## src/rtl/sevenseg_pkg.sv

```systemverilog
// Shared constants for the seven-segment scan driver: hex glyph table,
// the blank glyph and the counter width helper.
package sevenseg_pkg;

    // Active-high glyphs, bit 0 = segment a .. bit 6 = segment g.
    localparam logic [6:0] SEG_HEX [0:15] = '{
        7'h3F, 7'h06, 7'h5B, 7'h4F, 7'h66, 7'h6D, 7'h7D, 7'h07,
        7'h7F, 7'h67, 7'h77, 7'h7C, 7'h39, 7'h5E, 7'h79, 7'h71
    };

    localparam logic [6:0] SEG_OFF = 7'h00;

    function automatic int cnt_width(input int div);
        return (div > 1) ? $clog2(div) : 1;
    endfunction

endpackage

```

## src/rtl/sevenseg_hexdec.sv

```systemverilog
// Combinational nibble to active-high seven-segment glyph. No polarity
// handling here; the output registers of the scan driver apply it.
module sevenseg_hexdec
    import sevenseg_pkg::*;
(
    input  logic [3:0] nibble_i,
    output logic [6:0] seg_o
);

    assign seg_o = SEG_HEX[nibble_i];

endmodule

```

## src/rtl/sevenseg_mux.sv

```systemverilog
// Time-multiplexed N-digit hex display driver with dead-time blanking,
// leading-zero blanking and frame-boundary (tear-free) value updates.
module sevenseg_mux
    import sevenseg_pkg::*;
#(
    parameter int NUM_DIGITS       = 4,
    parameter int COM_ANODE        = 1,
    parameter int DIGIT_ACTIVE_LOW = 1,
    parameter int REFRESH_DIV      = 12000,
    parameter int BLANK_CYCLES     = 2
) (
    input  logic                    clk,
    input  logic                    rst,
    input  logic [4*NUM_DIGITS-1:0] value,
    input  logic [NUM_DIGITS-1:0]   dp,
    input  logic                    load,
    input  logic                    lzb_en,
    output logic [6:0]              segout,
    output logic                    dpout,
    output logic [NUM_DIGITS-1:0]   digsel,
    output logic                    frame_done
);

    localparam int CW = cnt_width(REFRESH_DIV);
    localparam int IW = cnt_width(NUM_DIGITS);
    localparam int VW = 4 * NUM_DIGITS;

    localparam logic [CW-1:0]         PRESC_LAST = CW'(REFRESH_DIV - 1);
    localparam logic [CW-1:0]         BLANK_END  = CW'(BLANK_CYCLES);
    localparam logic [IW-1:0]         IDX_LAST   = IW'(NUM_DIGITS - 1);
    localparam logic [6:0]            SEG_POL    = (COM_ANODE != 0) ? 7'h7F : 7'h00;
    localparam logic                  DP_POL     = (COM_ANODE != 0);
    localparam logic [NUM_DIGITS-1:0] DIG_POL    = {NUM_DIGITS{DIGIT_ACTIVE_LOW != 0}};

    logic [CW-1:0]         presc_q, presc_d;
    logic [IW-1:0]         idx_q, idx_d;
    logic [VW-1:0]         pend_val_q, pend_val_d;
    logic [NUM_DIGITS-1:0] pend_dp_q, pend_dp_d;
    logic                  pend_v_q, pend_v_d;
    logic [VW-1:0]         disp_val_q, disp_val_d;
    logic [NUM_DIGITS-1:0] disp_dp_q, disp_dp_d;
    logic [6:0]            seg_q, seg_d;
    logic                  dp_q, dp_d;
    logic [NUM_DIGITS-1:0] dig_q, dig_d;
    logic                  fd_q, fd_d;

    logic                  tc;
    logic                  wrap;
    logic [3:0]            cur_nib;
    logic [6:0]            hex_seg;
    logic [NUM_DIGITS-1:0] lz;
    logic                  lz_blank;

    sevenseg_hexdec u_hexdec (
        .nibble_i (cur_nib),
        .seg_o    (hex_seg)
    );

    // Scan timing and pending/display update.
    always_comb begin
        tc         = (presc_q == PRESC_LAST);
        wrap       = tc && (idx_q == IDX_LAST);
        presc_d    = tc ? '0 : presc_q + 1'b1;
        idx_d      = idx_q;
        pend_val_d = pend_val_q;
        pend_dp_d  = pend_dp_q;
        pend_v_d   = pend_v_q;
        disp_val_d = disp_val_q;
        disp_dp_d  = disp_dp_q;

        if (tc) begin
            idx_d = wrap ? '0 : idx_q + 1'b1;
        end

        if (wrap) begin
            pend_v_d = 1'b0;
            if (load) begin
                disp_val_d = value;
                disp_dp_d  = dp;
            end else if (pend_v_q) begin
                disp_val_d = pend_val_q;
                disp_dp_d  = pend_dp_q;
            end
        end else if (load) begin
            pend_val_d = value;
            pend_dp_d  = dp;
            pend_v_d   = 1'b1;
        end
    end

    // lz[i] is set when nibbles i..NUM_DIGITS-1 of the display value are all zero.
    always_comb begin
        cur_nib            = disp_val_q[4*idx_q +: 4];
        lz                 = '0;
        lz[NUM_DIGITS-1]   = (disp_val_q[VW-1 -: 4] == 4'h0);
        for (int i = NUM_DIGITS - 2; i >= 0; i--) begin
            lz[i] = lz[i+1] && (disp_val_q[4*i +: 4] == 4'h0);
        end
        lz_blank = lzb_en && (idx_q != '0) && lz[idx_q];

        seg_d = SEG_POL ^ SEG_OFF;
        dp_d  = DP_POL;
        dig_d = DIG_POL;
        if (presc_q >= BLANK_END) begin
            seg_d = SEG_POL ^ (lz_blank ? SEG_OFF : hex_seg);
            dp_d  = DP_POL ^ disp_dp_q[idx_q];
            dig_d = DIG_POL ^ (NUM_DIGITS'(1) << idx_q);
        end
        fd_d = wrap;
    end

    always_ff @(posedge clk) begin
        if (rst) begin
            presc_q    <= '0;
            idx_q      <= '0;
            pend_val_q <= '0;
            pend_dp_q  <= '0;
            pend_v_q   <= 1'b0;
            disp_val_q <= '0;
            disp_dp_q  <= '0;
            seg_q      <= SEG_POL ^ SEG_OFF;
            dp_q       <= DP_POL;
            dig_q      <= DIG_POL;
            fd_q       <= 1'b0;
        end else begin
            presc_q    <= presc_d;
            idx_q      <= idx_d;
            pend_val_q <= pend_val_d;
            pend_dp_q  <= pend_dp_d;
            pend_v_q   <= pend_v_d;
            disp_val_q <= disp_val_d;
            disp_dp_q  <= disp_dp_d;
            seg_q      <= seg_d;
            dp_q       <= dp_d;
            dig_q      <= dig_d;
            fd_q       <= fd_d;
        end
    end

    assign segout     = seg_q;
    assign dpout      = dp_q;
    assign digsel     = dig_q;
    assign frame_done = fd_q;

endmodule

```

## config.mk

```make
export PLATFORM = sky130hd
export DESIGN_NAME = sevenseg_mux
export DESIGN_NICKNAME = d
export VERILOG_FILES = /design/src/rtl/sevenseg_pkg.sv /design/src/rtl/sevenseg_hexdec.sv /design/src/rtl/sevenseg_mux.sv
export SDC_FILE = /design/constraint.sdc
export NUM_CORES = 1
export LEC_CHECK = 0
export ABC_AREA = 1
export CORE_MARGIN = 2
export CORE_UTILIZATION = 35
export DETAILED_ROUTE_END_ITERATION = 10
export DONT_BUFFER_PORTS = 1
export GPL_ROUTABILITY_DRIVEN = 0
export PLACE_DENSITY = 0.46
export SETUP_SLACK_MARGIN = 0.1
export SYNTH_ARGS = -nofsm -noshare
export SYNTH_HDL_FRONTEND = slang
export SYNTH_SLANG_ARGS = --single-unit
export TNS_END_PERCENT = 5
```

## constraint.sdc

```tcl
create_clock -name clk -period 3.6 [get_ports clk]
set_input_delay 0.36 -clock clk [delete_from_list [all_inputs] [get_ports clk]]
set_output_delay 0.36 -clock clk [all_outputs]
set_load 0.02 [all_outputs]
```

---- Word level (Yosys, flattened, before mapping) ----
Memory sizes are Yosys's and may differ from the RTL's.
Index checks and enable logic that the tools add are counted.
storage, ports and cells
  bits in registers ....................... 70
  ROM bits ................................ 112
  output and inout bits ................... 13
  logic and storage cells ................. 56
  memories ................................ 1
memory list
  name             depth  bits a word  read ports  clocked after Yosys merged registers in  wr ports  line                   source
  (no name shown)  16     7            1           0                                        0         sevenseg_hexdec.sv:10  assign seg_o = SEG_HEX[nibble_i];
operators by class
  $add $sub $neg .......................... 2
  $lt $le $gt $ge ......................... 3
  equality and inequality tests ........... 2
  shift operators ......................... 2
  multiplexer cells ....................... 12
  bitwise logic cells ..................... 6
  reductions and logical operators ........ 17
operator list
  operator                                                                number
  16-bit two-way mux                                                      2
  7-bit two-way mux                                                       3
  4-bit logical NOT                                                       4
  16-bit by 5-bit indexed part select with 4-bit output                   1
  14-bit by 1-bit adder with 14-bit output, second input constant         1
  14-bit == test, second input constant                                   1
  14-bit by 2-bit >= comparator with 1-bit output, second input constant  1
  4-bit two-way mux                                                       2
  7-bit NOT                                                               1
  1-bit logical AND                                                       6
  2-bit OR reduction                                                      3
  5-bit >= comparator, second input constant                              1
  4-bit NOT with 5-bit output                                             1
  1-bit binary-select mux with 2-bit select                               2
  4-bit NOT                                                               1
  2-bit AND reduction                                                     2
  2-bit nonzero test                                                      2
  1-bit by 2-bit << shifter with 4-bit output, first input constant       1
  2-bit by 3-bit < comparator with 1-bit output, second input constant    1
  1-bit NOT                                                               3
  2-bit by 1-bit adder with 2-bit output, second input constant           1
  2-bit == test, second input constant                                    1
  1-bit two-way mux                                                       2
  2-bit two-way mux                                                       1

---- Depth between registers and ports, before layout ----
  word-level depth ........................ 9
  gate-level depth with buffers ........... 13
  gate-level depth less buffers ........... 12

---- Cells and area by module ----
Synthesis repeated with hierarchy kept, for this count alone.
second synthesis, totals
  cells, all modules ...................... 593
  area total of the unflattened synthesis .. 3990.1 sq um
by module, submodules not included
  module           instances  cells an instance  area each (sq um)  sequential area each (sq um)
  sevenseg_mux     1          540                3717.3             1401.3
  sevenseg_hexdec  1          53                 272.8              0.0

---- Worst setup path before layout ----
Ideal clock, no wire load.
  path type ............................... register to register
  from .................................... register idx_q[0]
  to ...................................... register seg_q[0] (netlist: segout[0])
  library setup time ...................... 118 ps
  arrival ................................. 1476 ps
  data required time ...................... 3482 ps
  slack ................................... 2006 ps
  stages on the path, launching flop included .. 14
  buffers on the path ..................... 1
  cell sequence ........................... dfxtp_1 -> inv_2 -> buf_2 -> nand2_1 -> nand3_1 -> nand2_1 -> inv_1 -> ha_1 -> inv_1 -> nand2_1 -> nand3_1 -> nand2_1 -> inv_1 -> nand2_1
on the way
  word-level cells in the longest chain between the ends .. 7
  elaborated cells between the ends (all ways) .. 12
  those cells by class .................... 1 x shift; 5 x mux; 2 x bitwise; 3 x reduce/logical; 1 x memory
ends and longest elaborated chain
  element                                                line                   source
  start, declared                                        sevenseg_mux.sv:36     logic [IW-1:0] idx_q, idx_d;
  start signal, assigned                                 sevenseg_mux.sv:127    idx_q <= idx_d;
  16-bit by 5-bit indexed part select with 4-bit output  sevenseg_mux.sv:93     cur_nib = disp_val_q[4*idx_q +: 4];
  4-bit NOT with 5-bit output (not written as such)      sevenseg_hexdec.sv:10
  memory read 16 x 7 bit                                 n/a
  7-bit two-way mux (not written as such) (2 in series)  sevenseg_hexdec.sv:10
  7-bit two-way mux *                                    sevenseg_mux.sv:105    seg_d = SEG_POL ^ (lz_blank ? SEG_OFF : hex_seg);
  7-bit NOT (no source line) *                           n/a
  end signal, assigned                                   sevenseg_mux.sv:121    seg_q <= SEG_POL ^ SEG_OFF;
  end signal, assigned                                   sevenseg_mux.sv:133    seg_q <= seg_d;
  end, declared                                          sevenseg_mux.sv:42     logic [6:0] seg_q, seg_d;
Every way passes the cells marked *; elsewhere a longest branch is shown, timed or not. The select of a mux whose other input is x is not followed.
A chain may end at the register's enable or synchronous reset.

---- Final worst setup path ----
  from .................................... register idx_q[0]
  to ...................................... register pend_val_q[13]
on the way
  word-level cells in the longest chain between the ends .. 4
ends and longest elaborated chain
  element                               line                 source
  2-bit == test                         sevenseg_mux.sv:62   wrap = tc && (idx_q == IDX_LAST);
  1-bit logical AND                     sevenseg_mux.sv:62
  1-bit NOT (no source line)            n/a
  2-bit AND reduction (no source line)  n/a
  end signal, assigned                  sevenseg_mux.sv:128  pend_val_q <= pend_val_d;
  end, declared                         sevenseg_mux.sv:37   logic [VW-1:0] pend_val_q, pend_val_d;
Every way passes these cells.

==> impl_metrics.yaml <==
floorplanning:
  io_pins: 37
  rows: 38
  die_h_um: 109
  core_area_um2: 10800
  start_util: 0.357
  die_w_um: 109
  die_area_um2: 11900
sta:
  min_period_ns: 2.26
  tightest_slew_ns: 1.08
  grt_setup_unrepaired: "no"
  timing.final.crit_share: 0.629
  fmax_ghz: 0.442
  finClkSkew_ns: 0.00753
  max_slew_margin: 0.282
  setup_viol: 0
  finalHoldViolations: 0
  tns_ns: 0
  slew_viol_final: 0
  holdWs_ns: 0.0752
clock_tree:
  ctsRootBufferMaster: "clkbuf_8"
  cts_made_buffers: 9
  clock_latency_ns: 0.35
  clock_path_buffers: 2
  clock_sinks: 70
  post_cts_buffers: 0
  cts-hold-fix-buffers: 0
  cts_resized: 0
  cts_tree: "built"
  clkTransAtPathRegs_ns: 0.07
  htreeDepth: 3
layout:
  antenna_cells: 0
  nets: 618
  final_cell_mix: "nand2_1 (173), inv_1 (86), nor2_1 (75)"
  post-route-util: 0.383
  layout_commonest_cell: "nand2_1"
  fill_cells: 1189
  drive_gt1_frac: 0.0646
  area_growth_pct: 7.31
power:
  p_total_mw: 1.64
  p_leak_nw: 1.85
  vdd_drop_max_uv: 192
  pwr_density_cell_nw_per_um2: 398
worst_setup_path:
  slowest_delay_ns: 0.73
  endpoint_kind: "flip-flop"
  crit_type: "flip-flop to flip-flop"
  critPathSlowestCell: "nand3_2"
  crit_fanout: 41
  crit_buf_inv: 0
  worst_ep_required_time_ns: 3.84
  r2r_slack_ns: 1.34
  r2r-start: "idx_q[0]"
  path_cells: "ha_1, nand3_2, a21oi_1, nor2_1"
  rr_endpoint: "pend_val_q[13]"
  cp-start-kind: "flip-flop"
  crit_family: "simple AND/OR/NAND/NOR gates"
  critPathArrivalTime_ns: 2.50
  r2r_cells: 4
grt:
  grt_overflow: 0
  grt_pass1_wl_um: 15300
  grt_max_degree: 43
  antenna_found_initial: 0
  grt_util_all_layers: 0.163
  grt_pass1_vias: 3315
logic_synthesis:
  syn_inst: 597
  yosysSeqAreaShare: 0.364
  syn-cell-area_um2: 3850
  syn_nets: 632
  ys_ff_latch: 70
  synth_cell_type_count: 28
  ys_warn_count: 0
  avgSynthCellArea_um2: 6.45
route:
  wirelength_um: 8540
  drt_pass1_iterations: 4
  ant_nets: 0
  drc: 0
  vias: 3365
  vias_per_cell: 4.62
  drtIter0Drc: 141
  wire_per_inst_um: 11.7
placement:
  io_buffer_count: 0
  dp_hpwl_um: 5930
worst_hold_path:
  hp-class: "primary input to flip-flop"
  min_path_cells: 1
  min_from: "rst"
  min_to: "frame_done"
outcome:
  outcome: "finished clean"
flow_run:
  max_cap_viol_count: 0
## area by class of cell
type	count	area [um^2]	share of cell area
timing repair buffer	4	30.0	0.00727
tap	140	175	0.0424
clock inverter	4	70.1	0.0170
multi-input combinational	408	1970	0.477
sequential	70	1400	0.339
inverter	90	338	0.0818
clock buffer	12	145	0.0351
## how the worst max path moves through the flow
stage	start	endpoint	slack (ns)	depth (start not counted)
6_report	idx_q[0]	pend_val_q[13]	1.34	4
3_5_place_dp	idx_q[0]	pend_val_q[13]	1.32	4
4_1_cts	idx_q[0]	pend_val_q[13]	1.32	4
3_3_place_gp	presc_q[1]	disp_dp_q[1]	1.39	10
5_1_grt	presc_q[1]	disp_val_q[14]	1.04	10
2_1_floorplan	idx_q[0]	segout[0]	2.01	13
## cells in the mapped netlist
cell / number / area, um^2
nand2_1: 173 / 649
inv_1: 86 / 323
nor2_1: 75 / 282
dfxtp_1: 70 / 1400
nand3_1: 48 / 240
a21oi_1: 25 / 125
nand4_1: 23 / 144
o21a_1: 20 / 150
clkbuf_1: 14 / 52.6
ha_1: 11 / 138
a21oi_2: 9 / 78.8
buf_2: 9 / 45.0
o21ai_0: 7 / 35.0
nor3_1: 5 / 25.0
buf_1: 3 / 11.3
inv_2: 3 / 11.3
nor2_2: 3 / 18.8
buf_6: 2 / 22.5
nor3b_1: 2 / 15.0
buf_4: 1 / 7.51
clkinv_1: 1 / 3.75
nand2_2: 1 / 6.26
nand3_2: 1 / 10.0
nand3b_1: 1 / 7.51
nand3b_4: 1 / 20.0
nor2_4: 1 / 11.3
or2_2: 1 / 6.26
xor2_1: 1 / 8.76
## flip-flops by register name (all words and copies together), names as in the netlist
name / flops
disp_val_q: 16
pend_val_q: 16
presc_q: 14
segout: 7
digsel: 4
disp_dp_q: 4
pend_dp_q: 4
idx_q: 2
dpout: 1
frame_done: 1
pend_v_q: 1
## per-layer routing
layer	GRT usage	routed length [um]	up-vias
met5	0	0	-
met3	0.0395	264	13
met4	0.0595	155	0
met2	0.253	3570	46
li1	-	-	1827
met1	0.219	4550	1479
## report_power, final
| group | leakage, nW | internal [mW] | switching, mW |
|---|---|---|---|
| logic | 1.16 | 0.0444 | 0.0662 |
| registers | 0.572 | 0.803 | 0.0261 |
| clock network | 0.110 | 0.408 | 0.298 |
| total | 1.85 | 1.25 | 0.390 |
## per-stage QoR
stage               setup slack [ns]  std cells  cell area, um^2
finish                          1.34        728             4130
global route                    1.04        728             4130
CTS                             1.32        728             4130
detailed placement              1.32        712             3920
global placement                1.39        712             3920
floorplan                       2.01        597             3850
## cell families after synthesis
group | share of synthesized area
and+or+nand+nor | 0.373
adders and majority gates | 0.0358
AOI/OAI and AO/OA | 0.101
DFF | 0.364
buffers and inverters | 0.124
xor gates and xnor gates | 0.00228
(Power assumes the default switching activity.)
